$ cat src/rtl/RISC_ISA_pkg.sv
// Shared RV32I constants plus the descriptor encoder's op enum, FSM states and error codes.
// fits_signed() backs the optional immediate checks enabled by RV_ENC_RANGE_CHECK_EN.
package RISC_ISA_pkg;

   localparam logic [6:0] OP_R_TYPE = 7'b0110011;
   localparam logic [6:0] OP_I_TYPE = 7'b0010011;
   localparam logic [6:0] OP_LOAD   = 7'b0000011;
   localparam logic [6:0] OP_STORE  = 7'b0100011;
   localparam logic [6:0] OP_BRANCH = 7'b1100011;
   localparam logic [6:0] OP_JAL    = 7'b1101111;
   localparam logic [6:0] OP_JALR   = 7'b1100111;
   localparam logic [6:0] OP_LUI    = 7'b0110111;
   localparam logic [6:0] OP_AUIPC  = 7'b0010111;

   localparam logic [6:0] FUNCT7_ADD = 7'b0000000;
   localparam logic [6:0] FUNCT7_SUB = 7'b0100000;

   localparam logic [2:0] FUNCT3_ADD  = 3'b000;
   localparam logic [2:0] FUNCT3_LW   = 3'b010;
   localparam logic [2:0] FUNCT3_SW   = 3'b010;
   localparam logic [2:0] FUNCT3_BEQ  = 3'b000;
   localparam logic [2:0] FUNCT3_JALR = 3'b000;

   localparam logic [1:0] ENC_ERR_NONE     = 2'b00;
   localparam logic [1:0] ENC_ERR_ILLEGAL  = 2'b01;
   localparam logic [1:0] ENC_ERR_RANGE    = 2'b10;
   localparam logic [1:0] ENC_ERR_OVERFLOW = 2'b11;

   typedef enum logic [3:0] {
      ENC_ADD   = 4'd0,
      ENC_SUB   = 4'd1,
      ENC_ADDI  = 4'd2,
      ENC_LW    = 4'd3,
      ENC_SW    = 4'd4,
      ENC_BEQ   = 4'd5,
      ENC_JAL   = 4'd6,
      ENC_JALR  = 4'd7,
      ENC_LUI   = 4'd8,
      ENC_AUIPC = 4'd9
   } enc_op_t;

   typedef enum logic [1:0] {
      ST_IDLE  = 2'd0,
      ST_RUN   = 2'd1,
      ST_FLUSH = 2'd2,
      ST_ERR   = 2'd3
   } enc_state_t;

   // True when v survives truncation to a width-bit two's-complement field.
   function automatic logic fits_signed(input logic [31:0] v, input int unsigned width);
      logic [31:0] hi;
      hi = 32'($signed(v) >>> (width - 1));
      return (hi == '0) || (hi == '1);
   endfunction

endpackage

$ cat src/rtl/rv_instr_pack.sv
// Combinational descriptor-to-word packer for the RV32I subset handled by the loader.
// With RV_ENC_RANGE_CHECK_EN defined it also flags out-of-range or misaligned immediates.
module rv_instr_pack
   import RISC_ISA_pkg::*;
(
   input  logic [3:0]  op,
   input  logic [4:0]  rd,
   input  logic [4:0]  rs1,
   input  logic [4:0]  rs2,
   input  logic [31:0] imm,
   output logic [31:0] word,
   output logic        illegal,
   output logic        range_err
);

   always_comb begin
      // NOTE: every output is defaulted first so no path through the case infers a latch.
      word      = '0;
      illegal   = 1'b0;
      range_err = 1'b0;
      case (op)
         ENC_ADD:   word = {FUNCT7_ADD, rs2, rs1, FUNCT3_ADD, rd, OP_R_TYPE};
         ENC_SUB:   word = {FUNCT7_SUB, rs2, rs1, FUNCT3_ADD, rd, OP_R_TYPE};
         ENC_ADDI:  word = {imm[11:0], rs1, FUNCT3_ADD, rd, OP_I_TYPE};
         ENC_LW:    word = {imm[11:0], rs1, FUNCT3_LW, rd, OP_LOAD};
         ENC_SW:    word = {imm[11:5], rs2, rs1, FUNCT3_SW, imm[4:0], OP_STORE};
         ENC_BEQ:   word = {imm[12], imm[10:5], rs2, rs1, FUNCT3_BEQ, imm[4:1], imm[11], OP_BRANCH};
         ENC_JAL:   word = {imm[20], imm[10:1], imm[11], imm[19:12], rd, OP_JAL};
         ENC_JALR:  word = {imm[11:0], rs1, FUNCT3_JALR, rd, OP_JALR};
         ENC_LUI:   word = {imm[31:12], rd, OP_LUI};
         ENC_AUIPC: word = {imm[31:12], rd, OP_AUIPC};
         default:   illegal = 1'b1;
      endcase
`ifdef RV_ENC_RANGE_CHECK_EN
      case (op)
         ENC_ADDI, ENC_LW, ENC_SW, ENC_JALR: range_err = !fits_signed(imm, 12);
         ENC_BEQ:                            range_err = !fits_signed(imm, 13) || imm[0];
         ENC_JAL:                            range_err = !fits_signed(imm, 21) || imm[0];
         ENC_LUI, ENC_AUIPC:                 range_err = (imm[11:0] != 12'd0);
         default:                            range_err = 1'b0;
      endcase
`endif
   end

endmodule

$ cat src/rtl/rv_instr_encoder.sv
// Program loader: accepts decoded RV32I descriptors, encodes them and writes them to
// sequential instruction-memory words. Immediate checks are compiled in by RV_ENC_RANGE_CHECK_EN.
module rv_instr_encoder
   import RISC_ISA_pkg::*;
#(
   parameter int unsigned ADDR_W    = 10,
   parameter int unsigned BASE_ADDR = 0
)(
   input  logic              clk,
   input  logic              rst_n,
   input  logic              start,
   input  logic              in_valid,
   output logic              in_ready,
   input  logic [3:0]        in_op,
   input  logic [4:0]        in_rd,
   input  logic [4:0]        in_rs1,
   input  logic [4:0]        in_rs2,
   input  logic [31:0]       in_imm,
   input  logic              in_last,
   output logic              mem_wr_en,
   input  logic              mem_wr_ready,
   output logic [ADDR_W-1:0] mem_wr_addr,
   output logic [31:0]       mem_wr_data,
   output logic              busy,
   output logic              done,
   output logic              err,
   output logic [1:0]        err_code,
   output logic [ADDR_W:0]   instr_count
);

   localparam logic [ADDR_W-1:0] ADDR_BASE = ADDR_W'(BASE_ADDR);
   localparam logic [ADDR_W:0]   CNT_ONE   = (ADDR_W + 1)'(1);

   enc_state_t      state;
   logic            out_valid;
   logic [ADDR_W:0] next_off;
   logic [31:0]     pack_word;
   logic            illegal;
   logic            range_err;
   logic            drain;
   logic [1:0]      fault_code;

   rv_instr_pack u_pack (
      .op        (in_op),
      .rd        (in_rd),
      .rs1       (in_rs1),
      .rs2       (in_rs2),
      .imm       (in_imm),
      .word      (pack_word),
      .illegal   (illegal),
      .range_err (range_err)
   );

   assign drain     = out_valid && mem_wr_ready;
   assign in_ready  = (state == ST_RUN) && (!out_valid || mem_wr_ready);
   assign mem_wr_en = out_valid;
   assign busy      = (state == ST_RUN) || (state == ST_FLUSH);
   assign done      = (state == ST_FLUSH) && drain;

   // The extra offset bit set means the window of 2^ADDR_W words is used up.
   always_comb begin
      fault_code = ENC_ERR_NONE;
      if (illegal)                fault_code = ENC_ERR_ILLEGAL;
      else if (range_err)         fault_code = ENC_ERR_RANGE;
      else if (next_off[ADDR_W])  fault_code = ENC_ERR_OVERFLOW;
   end

   always_ff @(posedge clk or negedge rst_n) begin
      // NOTE: non-blocking assignments so every register samples pre-edge values.
      if (!rst_n) begin
         state       <= ST_IDLE;
         out_valid   <= 1'b0;
         mem_wr_addr <= ADDR_BASE;
         mem_wr_data <= '0;
         next_off    <= '0;
         err         <= 1'b0;
         err_code    <= ENC_ERR_NONE;
         instr_count <= '0;
      end else if (start) begin
         state       <= ST_RUN;
         out_valid   <= 1'b0;
         mem_wr_addr <= ADDR_BASE;
         mem_wr_data <= '0;
         next_off    <= '0;
         err         <= 1'b0;
         err_code    <= ENC_ERR_NONE;
         instr_count <= '0;
      end else begin
         // A pending write drains in any state, including ERR.
         if (drain) begin
            out_valid   <= 1'b0;
            instr_count <= instr_count + CNT_ONE;
         end
         case (state)
            ST_RUN: begin
               if (in_valid && in_ready) begin
                  if (fault_code != ENC_ERR_NONE) begin
                     state    <= ST_ERR;
                     err      <= 1'b1;
                     err_code <= fault_code;
                  end else begin
                     out_valid   <= 1'b1;
                     mem_wr_data <= pack_word;
                     mem_wr_addr <= ADDR_BASE + next_off[ADDR_W-1:0];
                     next_off    <= next_off + CNT_ONE;
                     if (in_last) state <= ST_FLUSH;
                  end
               end
            end
            ST_FLUSH: if (drain) state <= ST_IDLE;
            default: ;
         endcase
      end
   end

endmodule

$ cat config.mk
export PLATFORM = sky130hd
export DESIGN_NAME = rv_instr_encoder
export DESIGN_NICKNAME = d
export VERILOG_FILES = /design/src/rtl/RISC_ISA_pkg.sv /design/src/rtl/rv_instr_pack.sv /design/src/rtl/rv_instr_encoder.sv
export SDC_FILE = /design/constraint.sdc
export NUM_CORES = 1
export LEC_CHECK = 0
export BUFFER_PORTS_ARGS = -buffer_cell sky130_fd_sc_hd__clkbuf_2
export CORE_AREA = 5 5 93 95
export DETAILED_ROUTE_END_ITERATION = 12
export DIE_AREA = 0 0 98 100
export PLACE_DENSITY = 0.81
export SYNTH_ARGS = -nofsm -noshare
export SYNTH_HDL_FRONTEND = slang
export SYNTH_HIERARCHICAL = 1
export SYNTH_SLANG_ARGS = --single-unit
$ cat constraint.sdc
create_clock -name clk -period 2 [get_ports clk]
set_input_delay 0.2 -clock clk [delete_from_list [all_inputs] [get_ports clk]]
set_output_delay 0.2 -clock clk [all_outputs]
set_load 0.02 [all_outputs]
==> metrics, run 1 <==
total area of sequential cells=0.00175 mm²; Yosys warnings=6; maxcap violations=0; Commonest cells post-synth=105 x nand2_1, 70 x dfrtp_1, 68 x a21oi_1; fmax=546 MHz; Die Y=100 µm; outcome=completed; gr usage total=21.4%; final std cells w/o fill=678; Mapped Avg Cell Area=8.43 µm²; min cycle time layout=1.83 ns; vias in the first global route=3,633; CP startpoint=state[1]$_DFFE_PN0P_; Num CTS Buffers=9; P&R area growth vs syn=22.9%; first-pass GRT wire length=17,100 µm; Routability Congestion=0.882; Worst Hold Launch=in_imm[8]; Core Rows=32; critical path class=reg -> reg; clock sinks=70; Leakage=2.23 nW; hpwl dp=7480 µm; worst hold margin=0.190 ns; Inserted Diodes=0; Routed WL per cell=15.3 µm; CTS tree=built; total wire length=10,300 µm; Die W=98 µm; worst-margin pin slew=0.609 ns; Final Hold Violating Endpoints=0; core area=0.00765 mm²; clk root buf=clkbuf_8; post-layout total power=0.00338 W; placed instance count=661; power density cells=714 mW/mm²; cell taking the most area after synthesis=dfrtp_1; nets@finish=632; share of cells above drive strength 1=27.8%; top-area cell type share of the netlist area=45.5%; Synth Flop Type=dfrtp_1; Req. time, crit path=2.21 ns; sequential area share after synthesis=45.5%; # DRC=0; Netlist cell types=50; met3 Use GR=4.86%; initial antenna violation count=0; Post-DRT Antenna Nets=0; GRT overflow=0; Worst Hold Class=in -> reg; EDFF count, synth=0; Crit Reg-Reg Startpoint=state[1]$_DFFE_PN0P_; Fillers=672; Die Area=0.00980 mm²; setup TNS=0 ns; Critical Path AT=2.04 ns; Final Skew=0.00954 ns; grt met1 use=25.8%; I/O Pins=117; Starting Density=50.4%; Reg clk slew, reported paths=0.08 ns; Max FO, Critical Path=24; startpoint types=register; Critical Path End Type=register; # port buffers=116; largest net degree at the start of global routing=71; IR drop worst, VDD=0.000316 V; synth top area cells=dfrtp_1 45%, nand2_1 10%, a21oi_1 8.8%, nor2b_1 4.2%, nor2_1 2.3%; Slew Viols, Final=0; most frequent cell after synthesis=nand2_1; relative slew slack=59.4%; endpoints failing setup=0; fin crit share=91.6%; FFs w/ async S/R, synth=100%; routed via count=3,770; Gate Count Post-Synth=457; CTS max path bufs=2; number of iterations in the first detailed-routing pass=4; met2 Resource Use GR=36.1%; setup bufs post-CTS=0; area of the mapped netlist=0.00385 mm²; Yosys reg bits=70; DRT iter0 DRCs=186; GR peak layer=met2; via-per-instance ratio=5.56; multi-input logic area=0.00189 mm²; syn_nets=518; H-Tree Depth=3; Clock Latency Late Sink=0.35 ns
worst paths after layout:
kind,end,slack (ns),cells after the start
setup / recovery,next_off[7]$_DFFE_PN0P_,0.17,7
hold / removal,mem_wr_data[28]$_DFFE_PN0P_,0.19,5
setup reg to reg,next_off[7]$_DFFE_PN0P_,0.17,7
hold reg to reg,mem_wr_addr[4]$_DFFE_PN0P_,0.52,2
max in group asynchronous,mem_wr_data[23]$_DFFE_PN0P_,1.30,3
min in group asynchronous,mem_wr_data[25]$_DFFE_PN0P_,0.42,3
power breakdown:
part / internal [W] / switching, W / leakage, nW / total (W)
logic: 0.000259 / 0.000455 / 1.16 / 0.000714
clock network: 0.000613 / 0.000543 / 0.104 / 0.00116
registers: 0.00147 / 0.0000407 / 0.968 / 0.00151
stage by stage:
| step | setup slack [ns] | instance area (µm²) | util [%] |
|---|---|---|---|
| after floorplan | 0.0294 | 3850 | - |
| after global placement | 0.168 | 4520 | 59.0 |
| after detailed placement | 0.0694 | 4520 | 59.0 |
| after CTS | 0.0916 | 4720 | 61.8 |
| after global routing | -0.00324 | 4730 | 61.9 |
| final | 0.168 | 4730 | 61.9 |
flip-flops by register name, indices dropped and copies added, names as in the netlist:
signal       cells
err              1
err_code         2
instr_count     11
mem_wr_addr     10
mem_wr_data     32
mem_wr_en        1
next_off        11
state            2
area by class of cell:
cell class	count	area share, %
Clock buffer	11	2.99
Clock inverter	5	1.22
Inverter	9	0.714
Multi-Input combinational cell	347	39.9
Sequential cell	70	37.0
Tap cell	102	2.70
Timing Repair Buffer	134	15.4
critical path, cell delays in order, from the launching register on:
cell and delay (ns):
dfrtp_1 0.41, inv_1 0.07, ha_1 0.24, and2_4 0.20, nand3_2 0.15, buf_4 0.27, o31ai_1 0.26, a21oi_1 0.10
logic make-up (layout without fill, tap and decap cells):
family	count (synthesis)	count (layout)	share of synthesized area (%)
other cells	1	1	0.0974
simple gates	209	209	26.0
flops	70	70	45.5
mux	5	5	1.53
compound gates	115	115	16.9
xor+xnor	13	13	2.96
fa+ha+maj	4	4	1.30
buf+inv	40	159	5.78
placed cells by master, fill, tap and decap left out, types with 2 or more instances in the layout:
master	synthesis	routed
nor2_1	24	24
dfrtp_1	70	70
ha_1	4	4
a21oi_1	68	68
nand4_1	6	6
o31ai_1	3	3
o22ai_1	6	6
buf_4	5	16
and2_1	3	2
nand2_1	105	105
inv_1	9	9
xnor2_1	3	3
xor2_1	10	10
or4_1	3	3
clkinv_2	0	2
and3b_1	2	2
nand3_1	15	14
nor4_1	2	2
and4_1	3	3
a31oi_1	2	2
or3_1	2	2
a22oi_1	8	8
clkbuf_2	1	115
nor2b_1	26	26
nand2b_1	10	10
nand3_2	1	2
mux2_2	3	3
clkbuf_8	0	10
o21ai_0	17	17
metal layers:
metal | vias up | part of all wire, %
met5 | - | 0
met4 | 0 | 3.3
met3 | 29 | 7.7
met2 | 165 | 49
met1 | 1796 | 40
li1 | 1780 | -
repair_timing:
action | CTS | global route
endpoints found under the setup margin | 0 | 3
hold endpoints to repair | 70 | 0
resized for setup | 0 | 2
hold buffers | 1 | 0
Note: power is estimated with default switching activity, not from simulation.
==> run 2: changes to the inputs <==
- CORE_AREA: 5 5 93 95 -> 5 5 92 94
- CTS_BUF_LIST: default -> sky130_fd_sc_hd__clkbuf_4
- DIE_AREA: 0 0 98 100 -> 0 0 97 99
- PLACE_DENSITY: 0.81 -> 0.8
- RECOVER_POWER: default -> 100
==> run 2 against run 1 <==
- non-clock buffer count is 1 higher
- first-iteration DRC count is 5.4% higher
- sequential power hardly changed
- die area is 2.0% lower
- critical path type unchanged
- largest cell class unchanged
- highest routed layer unchanged
==> metrics, run 2 (synthesis results as in run 1) <==
# port buffers=116 (unchanged); maxcap violations=0 (unchanged); hpwl dp=7400 µm (-1.0%); first-pass GRT wire length=17,300 µm (+0.61%); Clock Latency Late Sink=0.42 ns (+0.07 ns); initial antenna violation count=0 (unchanged); min cycle time layout=1.84 ns (+0.00342 ns); Inserted Diodes=0 (unchanged); critical path's top delay family=simple AND/OR/NAND/NOR gates; Starting Density=50.9% (+0.53 points); P_int=0.00209 W (-11%); Num CTS Buffers=9 (unchanged); setup bufs post-CTS=0 (unchanged); final std cells w/o fill=678 (unchanged); DRT iter0 DRCs=196 (+5.4%); share of cells above drive strength 1=17.0% (-11 points); critical path class=reg -> reg; nets@finish=633 (+0.16%); fin crit share=91.8% (+0.17 points); Critical Path AT=2.14 ns (+0.10 ns); I/O Pins=117 (unchanged); Worst Slack Setup Final=0.164 ns (-0.00342 ns); power share of the clock group=28.5% (-5.7 points); Die Y=99 µm (-1.0%); Combinational Power Share=22.5% (+1.4 points); # DRC=0 (unchanged); worst path cell trace=inv_1, ha_1, and2_4, nand3_2, nor3_2, mux2_2; max FFs per register=32 (unchanged); Most flops, register=mem_wr_data; Slew Viols, Final=0 (unchanged); Routability Congestion=0.912 (+3.4%); Buf+Inv Stages, Crit Path=1 (-1); vias in the first global route=3,642 (+0.25%); most common cell after layout, fill and taps aside=nand2_1; Core Rows=32 (unchanged); Req. time, crit path=2.30 ns (+0.09 ns); largest net degree at the start of global routing=51 (-28%); Crit path largest cell delay=0.42 ns (about the same); startpoint types=register; via-per-instance ratio=5.47 (-1.6%); Reg clk slew, reported paths=0.11 ns (+0.03 ns); Die W=97 µm (-1.0%); endpoints failing setup=0 (unchanged); CTS max path bufs=2 (unchanged); IR drop worst, VDD=0.000316 V (about the same); worst hold margin=0.0977 ns (-0.0924 ns); final core occ=60.4% (-1.5 points); H-Tree Depth=3 (unchanged); Final Hold Violating Endpoints=0 (unchanged); Routed WL per cell=14.8 µm (-2.8%); Die Area=0.00960 mm² (-2.0%); placed instance count=662 (+0.15%); Leakage=1.98 nW (-11%); routed via count=3,710 (-1.6%); post-place setup slack=0.0882 ns (+0.0189 ns); CTS tree=built; GRT overflow=0 (unchanged); clk root buf=clkbuf_4; sequential share of power=49.0% (+4.3 points); Sw Share=32.1% (+1.4 points); Post-DRT Antenna Nets=0 (unchanged); biggest regs=mem_wr_data x32, instr_count x11, next_off x11; relative slew slack=18.6% (-41 points); gr usage total=21.7% (+0.27 points); number of iterations in the first detailed-routing pass=4 (unchanged); power density cells=674 mW/mm² (-5.6%); worst-margin pin slew=1.22 ns (+0.612 ns); total wire length=10,100 µm (-2.8%); setup TNS=0 ns (unchanged); Critical Path End Type=register; net switching power of the design=0.000989 W (-4.7%); clock sinks=70 (unchanged); fmax=545 MHz (-0.19%); Final Skew=0.0146 ns (+0.00501 ns); Max stage delay cell, worst path=dfrtp_1; core area=0.00757 mm² (-1.0%); outcome=completed; Max FO, Critical Path=9 (-63%); P&R area growth vs syn=18.6%; commonest non-fill, non-tap cells in the layout=105 x nand2_1, 70 x dfrtp_1, 68 x a21oi_1, 62 x clkbuf_1, 57 x clkbuf_2; worst reg2reg setup slack=0.16 ns (about the same); Worst Hold Class=in -> reg
[run 2: final cells by class]
type | instances | area (µm²)
Clock buffer | 10 | 75.1
Timing Repair Buffer | 135 | 641
Fill cell | 703 | 3000
Tap cell | 102 | 128
Sequential cell | 70 | 1750
Multi-Input combinational cell | 347 | 1890
Inverter | 9 | 33.8
Clock inverter | 5 | 51.3
[run 2: timing repair]
| action | in CTS | in global routing |
|---|---|---|
| endpoints found under the setup margin | 0 | 4 |
| hold endpoints to repair | 70 | 0 |
| gates resized for setup | 0 | 2 |
| hold buffers | 1 | 0 |
[run 2: metal layers]
| layer | vias to the layer above | part of all wire (%) | track usage, % |
|---|---|---|---|
| met4 | 0 | 1.6 | 6.80 |
| met1 | 1776 | 42 | 26.6 |
| li1 | 1789 | - | - |
| met5 | - | 0 | 0 |
| met3 | 17 | 8.0 | 7.15 |
| met2 | 128 | 49 | 36.3 |
[run 2: power groups by stage]
stage	clock, W	sequential (W)	combinational, W
floorplan	0	0.00158	0.000410
global placement	0	0.00153	0.000686
detailed placement	0	0.00154	0.000706
CTS	0.000880	0.00151	0.000711
global route	0.000951	0.00152	0.000775
finish	0.000878	0.00151	0.000693
[run 2: through the flow]
stage,cell area (µm²),power [W]
3_5_place_dp,4510,0.00224
2_1_floorplan,3850,0.00199
4_1_cts,4650,0.00310
6_report,4570,0.00308
3_3_place_gp,4510,0.00222
5_1_grt,4570,0.00324
[run 2: final timing paths]
path / start / to / cells past startpoint
setup / recovery: state[1]$_DFFE_PN0P_ / next_off[8]$_DFFE_PN0P_ / 6
hold / removal: mem_wr_ready / instr_count[1]$_DFFE_PN0P_ / 3
setup reg to reg: state[1]$_DFFE_PN0P_ / next_off[8]$_DFFE_PN0P_ / 6
hold reg to reg: err$_DFFE_PN0P_ / err$_DFFE_PN0P_ / 2
max in group asynchronous: rst_n / mem_wr_data[31]$_DFFE_PN0P_ / 3
min in group asynchronous: rst_n / instr_count[2]$_DFFE_PN0P_ / 3
[run 2: worst register-to-register path, delay by kind of cell, from the launching register on]
kind | cells | cell delay, ns
flops | 1 | 0.42
mux | 1 | 0.36
buf+inv | 1 | 0.07
simple gates | 3 | 0.65
fa+ha+maj | 1 | 0.22
==> run 3: changes to the inputs <==
- CORE_AREA: 5 5 92 94 -> 5 5 96 89
- DIE_AREA: 0 0 97 99 -> 0 0 101 94
- PLACE_DENSITY: 0.8 -> 0.81
==> run 3 against run 2 <==
- global-route usage hardly changed
- design area shrank 0.49%
- via count shrank 0.19%
- routed wire length decreased by 1.4%
- worst setup slack got worse by 0.026 ns
- combinational power shrank 1%
- critical path depth is the same
- critical path type unchanged
==> metrics, run 3 (synthesis results as in run 1) <==
Most flops, register=mem_wr_data; Slew Viols, Final=0 (unchanged); clock sinks=70 (unchanged); Worst Hold Class=in -> reg; Routability Congestion=0.860 (-5.7%); first-pass GRT wire length=16,400 µm (-5.0%); Leakage=1.97 nW (-0.86%); fmax=537 MHz (-1.4%); Critical Path End Type=register; # DRC=0 (unchanged); Max FO, Critical Path=8 (-1); max FFs per register=32 (unchanged); clk root buf=clkbuf_4; post-place setup slack=0.107 ns (+0.0184 ns); Final Hold Violating Endpoints=0 (unchanged); commonest non-fill, non-tap cells in the layout=105 x nand2_1, 70 x dfrtp_1, 68 x a21oi_1, 60 x clkbuf_1, 55 x clkbuf_2; CTS tree=built; Req. time, crit path=2.31 ns (about the same); Die Y=94 µm (-5.1%); biggest regs=mem_wr_data x32, instr_count x11, next_off x11; initial antenna violation count=0 (unchanged); Num CTS Buffers=9 (unchanged); critical path class=reg -> reg; maxcap violations=0 (unchanged); placed instance count=654 (-1.2%); Reg clk slew, reported paths=0.12 ns (about the same); I/O Pins=117 (unchanged); worst-margin pin slew=0.939 ns (-0.283 ns); most common cell after layout, fill and taps aside=nand2_1; Final Skew=0.0113 ns (-0.00322 ns); fin crit share=93.1% (+1.3 points); DRT iter0 DRCs=207 (+5.6%); worst hold margin=0.126 ns (+0.0285 ns); core area=0.00739 mm² (-2.3%); CTS max path bufs=2 (unchanged); number of iterations in the first detailed-routing pass=5 (+1); final std cells w/o fill=671 (-1.0%); relative slew slack=37.4% (+19 points); Die Area=0.00949 mm² (-1.1%); Post-DRT Antenna Nets=0 (unchanged); vias in the first global route=3,477 (-4.5%); Core Rows=30 (-6.3%); setup bufs post-CTS=0 (unchanged); worst reg2reg setup slack=0.14 ns (-0.03 ns); outcome=completed; nets@finish=631 (-0.32%); Inserted Diodes=0 (unchanged); IR drop worst, VDD=0.000427 V (+35%); endpoints failing setup=0 (unchanged); Critical Path AT=2.17 ns (+0.03 ns); gr usage total=21.7% (+0.045 points); GRT overflow=0 (unchanged); total wire length=9920 µm (-1.4%); Routed WL per cell=14.8 µm (-0.38%); # port buffers=116 (unchanged); setup TNS=0 ns (unchanged); RSZ-0062 raised after global routing=no; hpwl dp=7270 µm (-1.8%); Worst Slack Setup Final=0.139 ns (-0.0256 ns); share of cells above drive strength 1=17.2% (+0.20 points); via-per-instance ratio=5.52 (+0.85%); largest net degree at the start of global routing=71 (+39%); min cycle time layout=1.86 ns (+0.0256 ns); Starting Density=52.1% (+1.2 points); Clock Latency Late Sink=0.41 ns (about the same); routed via count=3,703 (-0.19%); Die W=101 µm (+4.1%); H-Tree Depth=3 (unchanged); P&R area growth vs syn=18.1%; startpoint types=register; power density cells=657 mW/mm² (-2.5%)
run 3: cell count changes in the layout (fill, tap and decap cells not counted), sizes merged:
| cell | before | now |
|---|---|---|
| bufinv | 1 | 0 |
| clkbuf | 129 | 126 |
| clkinv | 3 | 2 |
| clkinvlp | 1 | 3 |
| inv | 9 | 11 |
run 3: area by class of cell:
class	count	area, µm²
clock buffers	9	67.6
clock inverters	7	48.8
fillers	689	2850
inverters	9	33.8
multi-input cells	347	1890
flip-flops and latches	70	1750
well taps	96	120
repair buffers	133	636
run 3: per-layer routing:
metal	wire [µm]	GRT usage, %	up-vias	part of all wire [%]
met5	0	0	-	0
met1	4330	29.4	1748	44
li1	-	-	1786	-
met3	790	7.20	18	8.0
met4	219	6.64	0	2.2
met2	4570	33.0	151	46
run 3: report_power, final:
group	switching (W)	internal, W
logic	0.000446	0.000239
registers	0.0000427	0.00147
clock network	0.000536	0.000257
total	0.00102	0.00196
run 3: through the flow:
stage               total power, W  area [µm²]  util (%)
detailed placement         0.00223        4500      60.9
global placement           0.00222        4500      60.9
CTS                        0.00302        4630      62.6
finish                     0.00299        4550      61.5
global route               0.00317        4550      61.5
floorplan                  0.00199        3850         -
run 3: worst paths after layout:
kind,start,depth (start not counted),endpoint
max reg2reg,state[1]$_DFFE_PN0P_,6,next_off[8]$_DFFE_PN0P_
min,in_rd[3],5,mem_wr_data[10]$_DFFE_PN0P_
max,state[1]$_DFFE_PN0P_,6,next_off[8]$_DFFE_PN0P_
min reg2reg,mem_wr_addr[2]$_DFFE_PN0P_,2,mem_wr_addr[2]$_DFFE_PN0P_
max in group asynchronous,rst_n,3,mem_wr_data[22]$_DFFE_PN0P_
min in group asynchronous,rst_n,3,instr_count[3]$_DFFE_PN0P_
run 3: worst max-delay path: stages (launching register included):
cell and delay, ns:
dfrtp_1 0.43, inv_1 0.07, ha_1 0.22, and2_4 0.19, nand3_2 0.15, nor3_1 0.32
mux2_2 0.37
run 3: timing repair:
| action | in CTS | in global routing |
|---|---|---|
| setup endpoints to repair | 0 | 3 |
| resized for setup | 0 | 3 |
| hold endpoints to repair | 70 | 0 |
| hold buffers | 1 | 0 |
